--- config.mk ---
export PLATFORM = sky130hd
export DESIGN_NAME = imem_input_server
export DESIGN_NICKNAME = d
export VERILOG_FILES = /design/src/rtl/ee552_pkg.sv /design/src/rtl/imem_row_ram.sv /design/src/rtl/imem_input_server.sv
export SDC_FILE = /design/constraint.sdc
export NUM_CORES = 1
export LEC_CHECK = 0
export ABC_AREA = 1
export CORE_ASPECT_RATIO = 0.75
export CORE_MARGIN = 10
export CORE_UTILIZATION = 55
export CTS_BUF_LIST = sky130_fd_sc_hd__clkbuf_4
export DETAILED_ROUTE_END_ITERATION = 6
export HOLD_SLACK_MARGIN = 0.03
export PLACE_DENSITY = 0.73
export SKIP_LAST_GASP = 1
export SYNTH_ARGS = -nofsm -noshare
export SYNTH_HDL_FRONTEND = slang
export SYNTH_SLANG_ARGS = --single-unit
--- constraint.sdc ---
create_clock -name clk -period 13.2 [get_ports clk]
set_input_delay 3.3 -clock clk [delete_from_list [all_inputs] [get_ports clk]]
set_output_delay 3.3 -clock clk [all_outputs]
set_load 0.01 [all_outputs]
--- src/rtl/ee552_pkg.sv ---
// Shared NoC definitions and sizing for the spiking-conv accelerator.
// Packet layout is {dest, opcode, data}; the row RAM holds NUM_TS timesteps of ifmap rows.
package ee552_pkg;

  localparam int unsigned IFMAP_SIZE  = 25;
  localparam int unsigned FILTER_SIZE = 5;
  localparam int unsigned OUTPUT_DIM  = IFMAP_SIZE - FILTER_SIZE + 1;
  localparam int unsigned NUM_PE      = 5;
  localparam int unsigned PPE_BASE_ID = 5;
  localparam int unsigned IMEM_ID     = 11;
  localparam int unsigned NUM_TS      = 2;

  localparam int unsigned DEST_W = 4;
  localparam int unsigned OP_W   = 4;
  localparam int unsigned DATA_W = IFMAP_SIZE;
  localparam int unsigned PKT_W  = DEST_W + OP_W + DATA_W;

  localparam int unsigned ROW_W     = $clog2(IFMAP_SIZE);
  localparam int unsigned TS_W      = (NUM_TS > 1) ? $clog2(NUM_TS) : 1;
  localparam int unsigned RAM_DEPTH = NUM_TS * IFMAP_SIZE;
  localparam int unsigned ADDR_W    = $clog2(RAM_DEPTH);
  localparam int unsigned PE_W      = (NUM_PE > 1) ? $clog2(NUM_PE) : 1;
  localparam int unsigned CNT_W     = $clog2(OUTPUT_DIM + 1);

  localparam logic [OP_W-1:0] OP_WEIGHT        = 4'd0;
  localparam logic [OP_W-1:0] OP_INPUT         = 4'd1;
  localparam logic [OP_W-1:0] OP_TIMESTEP_DONE = 4'd15;

  typedef struct packed {
    logic [DEST_W-1:0] dest;
    logic [OP_W-1:0]   opcode;
    logic [DATA_W-1:0] data;
  } noc_pkt_t;

  // Flat RAM address of a row within a timestep.
  function automatic logic [ADDR_W-1:0] row_addr(input logic [TS_W-1:0] ts,
                                                 input logic [ROW_W-1:0] row);
    return ADDR_W'(ts) * ADDR_W'(IFMAP_SIZE) + ADDR_W'(row);
  endfunction

endpackage

--- src/rtl/imem_row_ram.sv ---
// Ifmap row storage: one write port, one synchronous read port, no reset on contents.
module imem_row_ram
  import ee552_pkg::*;
(
  input  logic              clk,
  input  logic              we,
  input  logic [ADDR_W-1:0] waddr,
  input  logic [DATA_W-1:0] wdata,
  input  logic [ADDR_W-1:0] raddr,
  output logic [DATA_W-1:0] rdata
);

  logic [DATA_W-1:0] mem [RAM_DEPTH];

  // Writes past the populated depth are discarded rather than aliased.
  always_ff @(posedge clk) begin
    if (we && (waddr < ADDR_W'(RAM_DEPTH))) begin
      mem[waddr] <= wdata;
    end
    rdata <= mem[raddr];
  end

endmodule

--- src/rtl/imem_input_server.sv ---
// Input-memory node: kicks the first row to every partial PE, then answers each
// PE request with its next row or a timestep-done marker, for every stored timestep.
module imem_input_server
  import ee552_pkg::*;
(
  input  logic              clk,
  input  logic              rst,
  input  logic              load_en,
  input  logic [TS_W-1:0]   load_ts,
  input  logic [ROW_W-1:0]  load_row,
  input  logic [DATA_W-1:0] load_data,
  input  logic              start,
  input  logic              in_valid,
  output logic              in_ready,
  input  logic [PKT_W-1:0]  in_packet,
  output logic              out_valid,
  input  logic              out_ready,
  output logic [PKT_W-1:0]  out_packet,
  output logic              busy,
  output logic              done,
  output logic              err_bad_req
);

  localparam logic [2:0] S_IDLE     = 3'd0;
  localparam logic [2:0] S_KICK     = 3'd1;
  localparam logic [2:0] S_WAIT_REQ = 3'd2;
  localparam logic [2:0] S_LOOKUP   = 3'd3;
  localparam logic [2:0] S_SEND     = 3'd4;
  localparam logic [2:0] S_DONE     = 3'd5;

  logic [2:0] state, state_d;
  logic [TS_W-1:0] ts, ts_d;
  logic [NUM_PE-1:0][CNT_W-1:0] cnt, cnt_d;
  logic [NUM_PE-1:0] fin, fin_d;
  logic [PE_W-1:0] kidx, kidx_d;
  logic kicking, kicking_d;
  logic [PE_W-1:0] resp_k, resp_k_d;
  logic resp_done, resp_done_d;
  noc_pkt_t out_pkt, out_pkt_d;
  logic out_valid_d, in_ready_d, busy_d, done_d, err_d;

  logic [ADDR_W-1:0] ram_raddr_c;
  logic [DATA_W-1:0] ram_rdata;

  noc_pkt_t req_pkt;
  logic req_in_range, req_ok;
  logic [PE_W-1:0] req_idx;
  logic unused_req_data;

  assign req_pkt         = noc_pkt_t'(in_packet);
  assign unused_req_data = ^req_pkt.data;
  assign req_in_range    = (req_pkt.opcode >= OP_W'(PPE_BASE_ID)) &&
                           (req_pkt.opcode < OP_W'(PPE_BASE_ID + NUM_PE));
  assign req_idx         = req_in_range ? PE_W'(req_pkt.opcode - OP_W'(PPE_BASE_ID)) : '0;
  assign req_ok          = (req_pkt.dest == DEST_W'(IMEM_ID)) && req_in_range && !fin[req_idx];
  assign out_packet      = out_pkt;

  imem_row_ram u_ram (
    .clk   (clk),
    .we    (load_en && !busy),
    .waddr (row_addr(load_ts, load_row)),
    .wdata (load_data),
    .raddr (ram_raddr_c),
    .rdata (ram_rdata)
  );

  // State and registered outputs.
  always_ff @(posedge clk) begin
    if (rst) begin
      state       <= S_IDLE;
      ts          <= '0;
      cnt         <= '0;
      fin         <= '0;
      kidx        <= '0;
      kicking     <= 1'b0;
      resp_k      <= '0;
      resp_done   <= 1'b0;
      out_pkt     <= '0;
      out_valid   <= 1'b0;
      in_ready    <= 1'b0;
      busy        <= 1'b0;
      done        <= 1'b0;
      err_bad_req <= 1'b0;
    end else begin
      state       <= state_d;
      ts          <= ts_d;
      cnt         <= cnt_d;
      fin         <= fin_d;
      kidx        <= kidx_d;
      kicking     <= kicking_d;
      resp_k      <= resp_k_d;
      resp_done   <= resp_done_d;
      out_pkt     <= out_pkt_d;
      out_valid   <= out_valid_d;
      in_ready    <= in_ready_d;
      busy        <= busy_d;
      done        <= done_d;
      err_bad_req <= err_d;
    end
  end

  // Next-state and next-output logic.
  always_comb begin
    state_d     = state;
    ts_d        = ts;
    cnt_d       = cnt;
    fin_d       = fin;
    kidx_d      = kidx;
    kicking_d   = kicking;
    resp_k_d    = resp_k;
    resp_done_d = resp_done;
    out_pkt_d   = out_pkt;
    out_valid_d = out_valid;
    done_d      = done;
    err_d       = 1'b0;
    ram_raddr_c = '0;

    case (state)
      S_IDLE, S_DONE: begin
        if (start) begin
          state_d   = S_KICK;
          ts_d      = '0;
          cnt_d     = '0;
          fin_d     = '0;
          kidx_d    = '0;
          kicking_d = 1'b1;
          done_d    = 1'b0;
        end
      end

      S_KICK: begin
        ram_raddr_c  = row_addr(ts, ROW_W'(kidx));
        resp_k_d     = kidx;
        resp_done_d  = 1'b0;
        cnt_d[kidx]  = CNT_W'(1);
        state_d      = S_LOOKUP;
      end

      S_WAIT_REQ: begin
        // Address is formed from the live request so the row is ready in LOOKUP.
        ram_raddr_c = row_addr(ts, ROW_W'(req_idx) + ROW_W'(cnt[req_idx]));
        if (in_valid && in_ready) begin
          if (!req_ok) begin
            err_d = 1'b1;
          end else begin
            resp_k_d = req_idx;
            state_d  = S_LOOKUP;
            if (cnt[req_idx] < CNT_W'(OUTPUT_DIM)) begin
              cnt_d[req_idx] = cnt[req_idx] + CNT_W'(1);
              resp_done_d    = 1'b0;
            end else begin
              fin_d[req_idx] = 1'b1;
              resp_done_d    = 1'b1;
            end
          end
        end
      end

      S_LOOKUP: begin
        out_pkt_d.dest   = DEST_W'(PPE_BASE_ID) + DEST_W'(resp_k);
        out_pkt_d.opcode = resp_done ? OP_TIMESTEP_DONE : OP_INPUT;
        out_pkt_d.data   = resp_done ? '0 : ram_rdata;
        out_valid_d      = 1'b1;
        state_d          = S_SEND;
      end

      S_SEND: begin
        if (out_ready) begin
          out_valid_d = 1'b0;
          if (kicking) begin
            if (kidx == PE_W'(NUM_PE - 1)) begin
              kicking_d = 1'b0;
              state_d   = S_WAIT_REQ;
            end else begin
              kidx_d  = kidx + PE_W'(1);
              state_d = S_KICK;
            end
          end else if (&fin) begin
            if (ts < TS_W'(NUM_TS - 1)) begin
              ts_d      = ts + TS_W'(1);
              cnt_d     = '0;
              fin_d     = '0;
              kidx_d    = '0;
              kicking_d = 1'b1;
              state_d   = S_KICK;
            end else begin
              done_d  = 1'b1;
              state_d = S_DONE;
            end
          end else begin
            state_d = S_WAIT_REQ;
          end
        end
      end

      default: state_d = S_IDLE;
    endcase

    in_ready_d = (state_d == S_WAIT_REQ);
    busy_d     = !((state_d == S_IDLE) || (state_d == S_DONE));
  end

endmodule

Yosys cells after proc, flatten, opt, wreduce, memory -nomap -nowiden
Memory sizes are Yosys's and may differ from the RTL's. A register that Yosys moved wholly into a read port is not among the register bits.
Index checks and enable logic that the tools add are counted.
{ "word_totals": {"regBits": 80, "latch_bits": 0, "ram_bits": 1250, "romBits": 0, "input_bits": 70, "output_inout_bits": 38, "word_cells": 178, "mem_count": 1} }
{ "memory_table": {"columns": ["name", "depth", "width", "read_ports", "rd_clocked_by_memory_dff", "wr", "line_no", "rtl"], "rows": [
  ["u_ram.mem", 50, 25, 1, 1, 1, "imem_row_ram.sv:13", "logic [DATA_W-1:0] mem [RAM_DEPTH];"]
]} }
{ "op_classes": {"n_addsub": 9, "n_mul": 2, "div_mod_pow": 0, "order_cmp": 9, "eq_ne": 22, "shift": 0, "mux": 79, "bitwise": 6, "reduce_logical": 30} }
{ "ops": {"columns": ["cell", "count"], "rows": [
  ["2-to-1 mux 25 bit", 9],
  ["case mux 25 bit (4 select lines)", 1],
  ["2-to-1 mux 5 bit", 11],
  ["2-to-1 mux 3 bit", 16],
  ["demux 5 bit (select 3 bit)", 2],
  ["bitwise mux 25 bit", 1],
  ["2-to-1 mux 1 bit", 24],
  ["bitwise AND 20 bit", 1],
  ["!= test 2 bit (second input constant)", 10],
  ["inverter 20 bit", 1],
  ["AND reduction 6 bit", 3],
  ["AND reduction 9 bit", 2],
  ["binary-select mux 5 bit (select 3 bit)", 1],
  ["case mux 3 bit (5 select lines)", 1],
  ["case mux 5 bit (3 select lines)", 1],
  ["adder 6 x 5 -> 6 bit", 2],
  ["== test 3 bit (second input constant)", 4],
  ["multiplier 1 x 5 -> 6 bit (second input constant)", 2],
  ["case mux 3 bit (2 select lines)", 2],
  ["case mux 6 bit (2 select lines)", 1],
  ["OR 5 bit", 2],
  ["case mux 1 bit (2 select lines)", 5],
  ["== test 3 x 2 -> 1 bit (second input constant)", 3],
  ["!= test 3 bit (second input constant)", 3],
  ["33 further kinds", 49]
]} }

Longest topological paths before layout
{ "logic_depth": {"word_depth": 13, "ltp_mapped": 30} }

Hierarchy
A second synthesis with hierarchy kept.
{ "hier_totals": {"hier_cells": 4958, "area_unflattened_um2": 55768.5} }
{ "by_module_without_submodules": {"columns": ["mod", "instances", "cells_each", "area_each_um2"], "rows": [
  ["imem_row_ram", 1, 4232, 51062.7],
  ["imem_input_server", 1, 726, 4705.8]
]} }

Worst setup path after synthesis
OpenSTA, ideal clock, no wires.
{ "synth_timing": {"kind": "input to register", "from": "input port in_packet[25]", "to": "register u_ram.rdata[10] (read register of u_ram.mem)", "setup_time_ns": 0.114, "arrival_ns": 7.001, "slack_ns": 6.085, "stages": 25, "cell_sequence": "inv_2 > ha_1 > nand2_1 > nand2_4 > nand2_8 > o21ai_4 > inv_2 > o21ai_0 > o21ai_1 > nor2_1 > ha_1 > inv_1 > fa_1 > o21ai_0 > nand2_1 > o21ai_0 > a21oi_1 > ha_1 > or2_2 > nand3_1 > buf_4 > clkbuf_1 > nand3_1 > nand2_1 > nand2_1"} }
{ "synth_via": {"elab_chain_cells": 8, "word_cells_on_any_way": 10, "classes_between": "3 x add/sub; 2 x order compare; 4 x mux; 1 x reduce/logical"} }
{ "synth_rtl": {"columns": ["element", "line_no", "rtl"], "rows": [
  ["start, declared", "imem_input_server.sv:15", "input logic [PKT_W-1:0] in_packet,"],
  [">= comparator 4 x 3 -> 1 bit or less-than comparator 4 bit (tied branches)", "imem_input_server.sv:52, imem_input_server.sv:53", null],
  ["logical AND 1 bit", "imem_input_server.sv:52", "assign req_in_range = (req_pkt.opcode >= OP_W'(PPE_BASE_ID)) &&"],
  ["2-to-1 mux 3 bit (*)", "imem_input_server.sv:54", "assign req_idx = req_in_range ? PE_W'(req_pkt.opcode - OP_W'(PPE_BASE_ID)) : '0;"],
  ["binary-select mux 5 bit (select 3 bit)", "imem_input_server.sv:141", "ram_raddr_c = row_addr(ts, ROW_W'(req_idx) + ROW_W'(cnt[req_idx]));"],
  ["2-to-1 mux 5 bit (implied by the code)", "imem_input_server.sv:141", null],
  ["adder 3 x 5 -> 5 bit (*)", "imem_input_server.sv:141", null],
  ["adder 6 x 5 -> 6 bit (*)", "ee552_pkg.sv:38", "return ADDR_W'(ts) * ADDR_W'(IFMAP_SIZE) + ADDR_W'(row);"],
  ["case mux 6 bit (2 select lines) (*)", "imem_input_server.sv:118", "case (state)"],
  ["end, declared", "imem_row_ram.sv:10", "output logic [DATA_W-1:0] rdata"]
]} }
Every way passes the cells marked *; elsewhere a longest branch is shown, timed or not. The select of a mux whose other input is x is not followed.
A chain may end at the register's enable or synchronous reset.

Worst setup path after layout
{ "layout_timing": {"from": "input port in_packet[25]", "to": "register u_ram.rdata[13] (read register of u_ram.mem)"} }
The elaborated chain is that of the path after synthesis.

==> impl_metrics.env <==
export IMPL_synthMostInstantiatedCell="edfxtp_1"
export IMPL_cts_sinks=1353
export IMPL_maxSlewViolCount=0
export IMPL_drtIter0Drc=4228
export IMPL_yosysWarningCount=0
export IMPL_end_kind="flip-flop"
export IMPL_fin_total_pwr_mw=9.954
export IMPL_cts_root_buf="clkbuf_4"
export IMPL_synth_area_leaders="edfxtp_1 (67%), o211ai_1 (7.4%), or2_2 (4.7%)"
export IMPL_synth_common_cells="edfxtp_1 (1,250), o211ai_1 (551), or2_2 (420)"
export IMPL_critPathLaunchType="input pin"
export IMPL_drive_above_1_share_pct=23.33
export IMPL_post_route_util_pct=61.15
export IMPL_hpwl_mm=71.45
export IMPL_status="finished, final reports clean"
export IMPL_syn_nets=4391
export IMPL_cp_arrival_ps=10160
export IMPL_vias=36200
export IMPL_num_fill_cells=7714
export IMPL_insertion_delay_ps=1220
export IMPL_antenna_found_initial=4
export IMPL_grt_pass1_wl_mm=205.5
export IMPL_post_route_min_period_ps=9071
export IMPL_power_frac_comb_pct=18.3
export IMPL_power_density_nw_per_um2=161.0
export IMPL_finalHoldViolations=0
export IMPL_placedInstanceArea_um2=58000
export IMPL_hp_class="reg -> reg"
export IMPL_wl_per_cell_um=22.40
export IMPL_finalSetupViolations=0
export IMPL_cts_buffer_depth=4
export IMPL_grt_max_degree=221
export IMPL_ant_nets=0
export IMPL_ys_seq_area_share_pct=70.74
export IMPL_htreeDepth=5
export IMPL_ctsHoldBuffers=0
export IMPL_globalRouteTotalUtil_pct=23.18
export IMPL_multiInputGateArea_um2=14930
export IMPL_p_clk_share_pct=32.5
export IMPL_die_y_um=296.3
export IMPL_cp_max_fo=32
export IMPL_overflow=0
export IMPL_hold_slack_ps=435.4
export IMPL_synth_top_area_share_pct=67.05
export IMPL_p_sw_mw=2.910
export IMPL_async_flop_share_pct=0
export IMPL_internal_power_mw=7.044
export IMPL_worst_pin_slew_ps=1282
export IMPL_routed_via_density=5.991
export IMPL_grt_pass1_vias=34590
export IMPL_rsz0062_at_grt="false"
export IMPL_io_buffers=82
export IMPL_p_leak_nw=20.04
export IMPL_synthCells=4303
export IMPL_clk_pin_slew_ps=70
export IMPL_seqCellArea_um2=39600
export IMPL_gp_congestion=0.8897
export IMPL_die_area_um2=115100
export IMPL_initial_core_util_pct=55.37
export IMPL_drc=0
export IMPL_avgSynthCellArea_um2=13.01
export IMPL_required_ps=14290
export IMPL_ios=108
export IMPL_syn_area_um2=55980
export IMPL_cp_top_family="buffers and inverters"
export IMPL_postCtsSetupBuffers=0
export IMPL_seq_power_share_pct=49.2
export IMPL_max_stage_delay_ps=650
export IMPL_cap_viol_max_count=0
export IMPL_path_buf_inv=7
export IMPL_setup_tns_ps=0
export IMPL_row_count=101
export IMPL_die_width_um=388.4
export IMPL_critPathSlowestCell="clkdlybuf4s50_1"
export IMPL_dr_pass1_iters=6
export IMPL_area_growth_pct=10.43
export IMPL_peakVddDrop_mv=0.1400
export IMPL_synth_edff_count=1250
export IMPL_synth_seq_cells=1353
export IMPL_cts_buffers=330
export IMPL_p_sw_share_pct=29.23
export IMPL_stdcell_area_um2=61820
export IMPL_cts_resized=0
export IMPL_fin_crit_sh_pct=68.72
export IMPL_synth_distinct_cells=48
export IMPL_fin_skew_ps=62.69
export IMPL_synth_area_leader_cell="edfxtp_1"
export IMPL_maxClockFrequency_ghz=0.1102
export IMPL_cts_tree="built"
export IMPL_relSlewSlack_pct=14.30
export IMPL_crit_type="in -> reg"
export IMPL_routed_wirelength_mm=135.4
export IMPL_nets=4590
export IMPL_core_um2=101100
export IMPL_synthFlopType="edfxtp_1"
logic make-up after synthesis:
family | Yosys count | synth area share [%]
multiplexers | 51 | 0.9119
buffers and inverters | 412 | 3.055
flip-flops | 1353 | 70.74
AO/OA/AOI/OAI | 966 | 11.54
adder cells (fa/ha/maj) | 18 | 0.4157
AND/OR/NAND/NOR | 1493 | 13.17
XOR/XNOR | 10 | 0.1699
placed cells by master (no fill, tap or decap), types with 15 or more instances in the layout:
| master | instances |
|---|---|
| nand2_1 | 409 |
| nor2_4 | 23 |
| edfxtp_1 | 1250 |
| o31ai_1 | 78 |
| buf_2 | 24 |
| a21oi_1 | 76 |
| nor3_1 | 20 |
| inv_1 | 113 |
| or2_2 | 420 |
| nand3_1 | 260 |
| inv_2 | 15 |
| nor2_2 | 37 |
| clkinv_1 | 53 |
| clkbuf_4 | 470 |
| o211ai_1 | 551 |
| nor2_1 | 230 |
| mux2i_1 | 51 |
| o21ai_0 | 229 |
| dfxtp_1 | 103 |
| ha_1 | 17 |
| or2_0 | 48 |
| o21ai_1 | 16 |
| clkdlybuf4s50_1 | 58 |
| buf_4 | 62 |
flip-flops by register name (all words and copies together), names as in the netlist, 3 cells and up:
name and flops:
state 3, resp_k 3, fin 5, u_ram.mem 1250, kidx 3, u_ram.rdata 25, out_packet 31, cnt 25
per-stage QoR:
step                instances  worst slack [ps]
floorplan                4303              6085
global placement         5509              3199
detailed placement       5509              3118
CTS                      6037              4388
global route             6043              3855
finish                   6043              4129
final cells by class:
class / count / share of cell area [%]
diodes: 6 / 0.02429
inverters: 128 / 0.7894
well taps: 1339 / 2.710
clock buffers: 470 / 5.708
flip-flops and latches: 1353 / 64.06
repair buffers: 151 / 2.113
clock inverters: 58 / 0.4453
multi-input cells: 2538 / 24.15
layer usage:
metal  track usage (%)  part of all wire, %
met5                 0                    0
met4             7.507                  2.0
met3             5.340                   10
met2             35.12                   45
met1             33.18                   43
worst paths after layout:
kind,from,to,slack (ps),cells after the start
hold / removal,u_ram.rdata[16],out_packet[16],440,2
setup / recovery,in_packet[25],u_ram.rdata[13],4130,25
setup reg to reg,cnt[20],u_ram.rdata[13],7540,19
hold reg to reg,u_ram.rdata[16],out_packet[16],440,2
power by group through the flow:
stage / clock [mW] / sequential (mW) / combinational, mW
after global routing: 3.52 / 4.91 / 2.01
final: 3.24 / 4.90 / 1.82
after detailed placement: 0 / 4.99 / 1.79
after floorplan: 0 / 4.95 / 1.28
after CTS: 3.29 / 4.89 / 1.80
after global placement: 0 / 4.98 / 1.76
worst register-to-register path: stages (launching register included):
cell and delay, ps:
dfxtp_1 360, inv_1 80, o21ai_0 260, o21ai_1 110, nor2_1 270, ha_1 220
inv_1 60, fa_1 450, xor2_1 180, o21ai_1 200, nand3_1 140, nand2_1 130
nand3_4 510, inv_2 600, buf_4 550, buf_4 610, nand2_1 110, nand3_1 240
nand3_1 260, nand2_1 210
Note: power is estimated with default switching activity, not from simulation.
